==> src/rtl/add32_sched.sv <==
// add32_sched: two-requester scheduler that performs 32-bit additions by
// sequencing a shared external 16-bit combinational adder over two cycles
// (low half, then high half) and presenting the result on a valid/ready port.
module add32_sched (
  input  logic        clk,
  input  logic        rst_n,
  input  logic        req0_valid,
  output logic        req0_ready,
  input  logic [31:0] req0_a,
  input  logic [31:0] req0_b,
  input  logic        req0_cin,
  input  logic        req1_valid,
  output logic        req1_ready,
  input  logic [31:0] req1_a,
  input  logic [31:0] req1_b,
  input  logic        req1_cin,
  output logic        rsp_valid,
  input  logic        rsp_ready,
  output logic [31:0] rsp_sum,
  output logic        rsp_cout,
  output logic        rsp_id,
  output logic [15:0] add_in1,
  output logic [15:0] add_in2,
  output logic        add_cin,
  input  logic [15:0] add_out,
  input  logic        add_cout
);

  typedef enum logic [1:0] {
    IDLE = 2'd0,
    LO   = 2'd1,
    HI   = 2'd2,
    RESP = 2'd3
  } state_e;

  state_e      state_q, state_d;
  logic [31:0] a_q, a_d;
  logic [31:0] b_q, b_d;
  logic        cin_q, cin_d;
  logic        id_q, id_d;
  logic        last_grant_q, last_grant_d;
  logic        carry_q, carry_d;
  logic [31:0] sum_q, sum_d;
  logic        cout_q, cout_d;

  logic        grant_id;
  logic        accept;

  // Arbitration: a lone requester wins; on contention the one not served last wins.
  always_comb begin
    grant_id = 1'b0;
    if (req0_valid && req1_valid) begin
      grant_id = ~last_grant_q;
    end else if (req1_valid) begin
      grant_id = 1'b1;
    end
    accept     = (state_q == IDLE) && (req0_valid || req1_valid);
    req0_ready = accept && !grant_id;
    req1_ready = accept && grant_id;
  end

  // Next-state logic and shared-adder operand steering for each phase.
  always_comb begin
    state_d      = state_q;
    a_d          = a_q;
    b_d          = b_q;
    cin_d        = cin_q;
    id_d         = id_q;
    last_grant_d = last_grant_q;
    carry_d      = carry_q;
    sum_d        = sum_q;
    cout_d       = cout_q;
    add_in1      = 16'h0000;
    add_in2      = 16'h0000;
    add_cin      = 1'b0;
    case (state_q)
      IDLE: begin
        if (accept) begin
          a_d          = grant_id ? req1_a : req0_a;
          b_d          = grant_id ? req1_b : req0_b;
          cin_d        = grant_id ? req1_cin : req0_cin;
          id_d         = grant_id;
          last_grant_d = grant_id;
          state_d      = LO;
        end
      end
      LO: begin
        add_in1      = a_q[15:0];
        add_in2      = b_q[15:0];
        add_cin      = cin_q;
        sum_d[15:0]  = add_out;
        carry_d      = add_cout;
        state_d      = HI;
      end
      HI: begin
        add_in1      = a_q[31:16];
        add_in2      = b_q[31:16];
        add_cin      = carry_q;
        sum_d[31:16] = add_out;
        cout_d       = add_cout;
        state_d      = RESP;
      end
      RESP: begin
        if (rsp_ready) begin
          state_d = IDLE;
        end
      end
      default: state_d = IDLE;
    endcase
  end

  // State and datapath registers; reset aborts any operation in flight.
  always_ff @(posedge clk or negedge rst_n) begin
    if (!rst_n) begin
      state_q      <= IDLE;
      a_q          <= 32'h0;
      b_q          <= 32'h0;
      cin_q        <= 1'b0;
      id_q         <= 1'b0;
      last_grant_q <= 1'b1;
      carry_q      <= 1'b0;
      sum_q        <= 32'h0;
      cout_q       <= 1'b0;
    end else begin
      state_q      <= state_d;
      a_q          <= a_d;
      b_q          <= b_d;
      cin_q        <= cin_d;
      id_q         <= id_d;
      last_grant_q <= last_grant_d;
      carry_q      <= carry_d;
      sum_q        <= sum_d;
      cout_q       <= cout_d;
    end
  end

  assign rsp_valid = (state_q == RESP);
  assign rsp_sum   = sum_q;
  assign rsp_cout  = cout_q;
  assign rsp_id    = id_q;

endmodule

==> config.mk <==
export PLATFORM = sky130hd
export DESIGN_NAME = add32_sched
export DESIGN_NICKNAME = d
export VERILOG_FILES = /design/src/rtl/add32_sched.sv
export SDC_FILE = /design/constraint.sdc
export NUM_CORES = 1
export LEC_CHECK = 0
export CAP_MARGIN = 20
export CORE_ASPECT_RATIO = 1.1
export CORE_UTILIZATION = 40
export CTS_CLUSTER_DIAMETER = 50
export DETAILED_ROUTE_END_ITERATION = 12
export PLACE_DENSITY = 0.86
export SLEW_MARGIN = 20
export SYNTH_ARGS = -nofsm -noshare
export SYNTH_HDL_FRONTEND = slang
export SYNTH_SLANG_ARGS = --single-unit
==> constraint.sdc <==
create_clock -name clk -period 3.5 [get_ports clk]
set_input_delay 0.525 -clock clk [delete_from_list [all_inputs] [get_ports clk]]
set_output_delay 0.525 -clock clk [all_outputs]
set_load 0.02 [all_outputs]
==> out/metrics.yaml <==
holdWs_ns: 0.257
fp.dieArea_mm2: 0.0130
grt_busiest_layer: "met2"
antenna_found_initial: 1
powerDensity_mw_per_mm2: 954
grt_use_total: 0.233
final_nets: 886
worstSkewPairLatency_ns: 0.34
period_needed_ns: 3.25
design_area_mm2: 0.00766
gp_congestion: 0.811
endpoint_kind: "primary output"
crit_required_ns: 2.97
r2r-end: "b_q[2]"
core_area_mm2: 0.0121
cts_buffers: 9
crit_chain: "inv_1, ha_1, nor2b_1, clkdlybuf4s50_1"
finClkSkew_ns: 0.00657
vias: 4722
grt_max_degree: 93
rr_worst_depth: 6
relSlewSlack: 0.317
rows: 42
synth_seq_cells: 103
min_path_type: "in -> async"
root_buffer: "clkbuf_16"
cts_buffer_depth: 2
grtUsageMet1: 0.280
avgViaCountPerCell: 5.32
slowest_stage: "ha_1"
drt-wirelength-per-cell_um: 17.1
seq_area_frac_synth: 0.512
r2r-start: "state_q[0]"
dpl.hpwl_um: 10600
setup_viol_count_final: 0
ctsHoldBuffers: 0
drtPass1Iterations: 5
grt_pass1_wl_um: 23400
first_global_vias: 4755
cts_resized: 0
ir_worst_vdd_v: 0.000548
status: "finished, final reports clean"
die_h_um: 120
worst_setup_path_start_kind: "register"
wirelength_um: 15100
clock_sinks: 103
htreeDepth: 3
path_clk_slew_ns: 0.07
fmax_mhz: 307
io_pins: 222
placed_area_mm2: 0.00732
path_class: "reg -> out"
syn_avg_cell_area_um2: 9.52
fin_ws_ns: 0.247
cts_tree: "done"
gr-total-overflow: 0
r2r_slack_ns: 1.28
setup-tns-final_ns: 0
cts_setup_buffers: 0
drt_iter0_drc: 245
syn_nets: 687
post-place-ws_ns: 0.643
drc_errors: 0
max_slew.worst_pin.slew_ns: 1.02
synth_area_mm2: 0.00504
nFillCells: 971
ant_nets: 0
rsz0062_at_grt: "no"
numPortBuffers: 221
area_growth_pct: 52.1
drive_gt1_frac: 0.108
maxCapViolCount: 0
cp_max_fo: 34
final_hold_viol_count: 0
met3_usage: 0.0413
finalCritPeriodShare: 0.929
yosys_warnings: 0
drv_slew: 0
use_met2: 0.406
critical_path_arrival_ns: 2.73
p_leak_nw: 3.12
slowest_delay_ns: 0.97
die_w_um: 109
yosysUniqueCellTypes: 25
netlist_instances: 529
diodes: 0
start_util: 0.415
==> how the worst max path moves through the flow <==
stage,cells past startpoint,slack [ns],end,from
after floorplan,6,1.41,add_in2[10],state_q[0]
after global placement,4,0.76,add_in2[9],state_q[1]
after detailed placement,4,0.64,add_in2[12],state_q[1]
after CTS,4,0.25,add_in2[7],state_q[1]
after global routing,4,0.08,add_in2[4],state_q[1]
final,4,0.25,add_in2[4],state_q[1]
==> cell type report <==
| cell class | instances | area (µm²) | share of cell area |
|---|---|---|---|
| clock buffers | 9 | 225 | 0.0294 |
| well taps | 154 | 193 | 0.0252 |
| clock inverters | 7 | 109 | 0.0142 |
| flip-flops and latches | 103 | 2580 | 0.337 |
| repair buffers | 231 | 2330 | 0.304 |
| multi-input cells | 381 | 2220 | 0.290 |
| inverters | 2 | 7.51 | 0.000980 |
==> logic make-up (layout without fill, tap and decap cells) <==
family                     after synthesis  in the layout  synth area share
DFF                                    103            103             0.512
adders and majority gates                6              6            0.0149
muxes                                   36             36            0.0802
and+or+nand+nor                        168            168             0.143
buffers and inverters                   45            249            0.0492
AOI/OAI and AO/OA                      171            171             0.201
==> cell usage in the layout (no fill, tap or decap), types with 2 or more instances in the layout <==
cell type and count:
clkbuf_16 9, inv_8 2, inv_1 2, buf_12 3
nand2_1 65, ha_1 5, a21oi_1 120, mux2_2 34
nor2b_1 34, buf_4 7, a22oi_1 33, a21oi_2 12
inv_6 3, clkdlybuf4s50_1 220, bufinv_16 2, nor2_1 68
dfrtp_1 102
==> flip-flops by register name, indices dropped and copies added (netlist names) <==
signal        count
cin_q             1
rsp_cout          1
rsp_sum          32
last_grant_q      1
state_q           2
b_q              32
rsp_id            1
carry_q           1
a_q              32
==> worst max-delay path: cells and delay by family, from the launching register on <==
| kind | cells | cell delay, ns |
|---|---|---|
| adder cells (fa/ha/maj) | 1 | 0.97 |
| buffers and inverters | 2 | 0.74 |
| flip-flops | 1 | 0.43 |
| AND/OR/NAND/NOR | 1 | 0.25 |
==> cells in the mapped netlist <==
| cell | instances | share of area |
|---|---|---|
| nand2_1 | 65 | 0.048 |
| buf_8 | 2 | 0.0060 |
| a22oi_1 | 33 | 0.049 |
| nor2b_1 | 34 | 0.042 |
| a21boi_4 | 1 | 0.0037 |
| and2_1 | 1 | 0.0012 |
| nor2_1 | 68 | 0.051 |
| inv_1 | 2 | 0.0015 |
| mux2_1 | 1 | 0.0022 |
| dfstp_2 | 1 | 0.0052 |
| a31oi_1 | 1 | 0.0012 |
| a21oi_1 | 120 | 0.12 |
| buf_6 | 2 | 0.0045 |
| a21oi_2 | 12 | 0.021 |
| a21o_1 | 1 | 0.0015 |
| mux2_2 | 34 | 0.076 |
| clkbuf_1 | 14 | 0.010 |
| a21bo_1 | 1 | 0.0020 |
| dfrtp_1 | 102 | 0.51 |
| o21a_1 | 1 | 0.0015 |
| buf_4 | 4 | 0.0060 |
| ha_1 | 6 | 0.015 |
| mux2i_1 | 1 | 0.0020 |
| o21ai_2 | 1 | 0.0017 |
| buf_2 | 21 | 0.021 |
==> where the power goes <==
part	internal (mW)	switching [mW]
Clock	0.645	0.475
Combinational	1.91	2.11
Sequential	1.81	0.352
==> layer usage <==
metal,wire (µm),up-vias
li1,-,2199
met1,6140,2294
met2,7550,194
met3,1040,33
met4,401,2
met5,9,-
==> per-stage QoR <==
step	util	total power, mW	instances
after floorplan	-	4.54	529
after global placement	0.603	6.07	871
after detailed placement	0.603	6.21	871
after CTS	0.631	7.36	887
after global routing	0.631	7.77	887
final	0.631	7.31	887
Power figures use the tool's default switching activity.
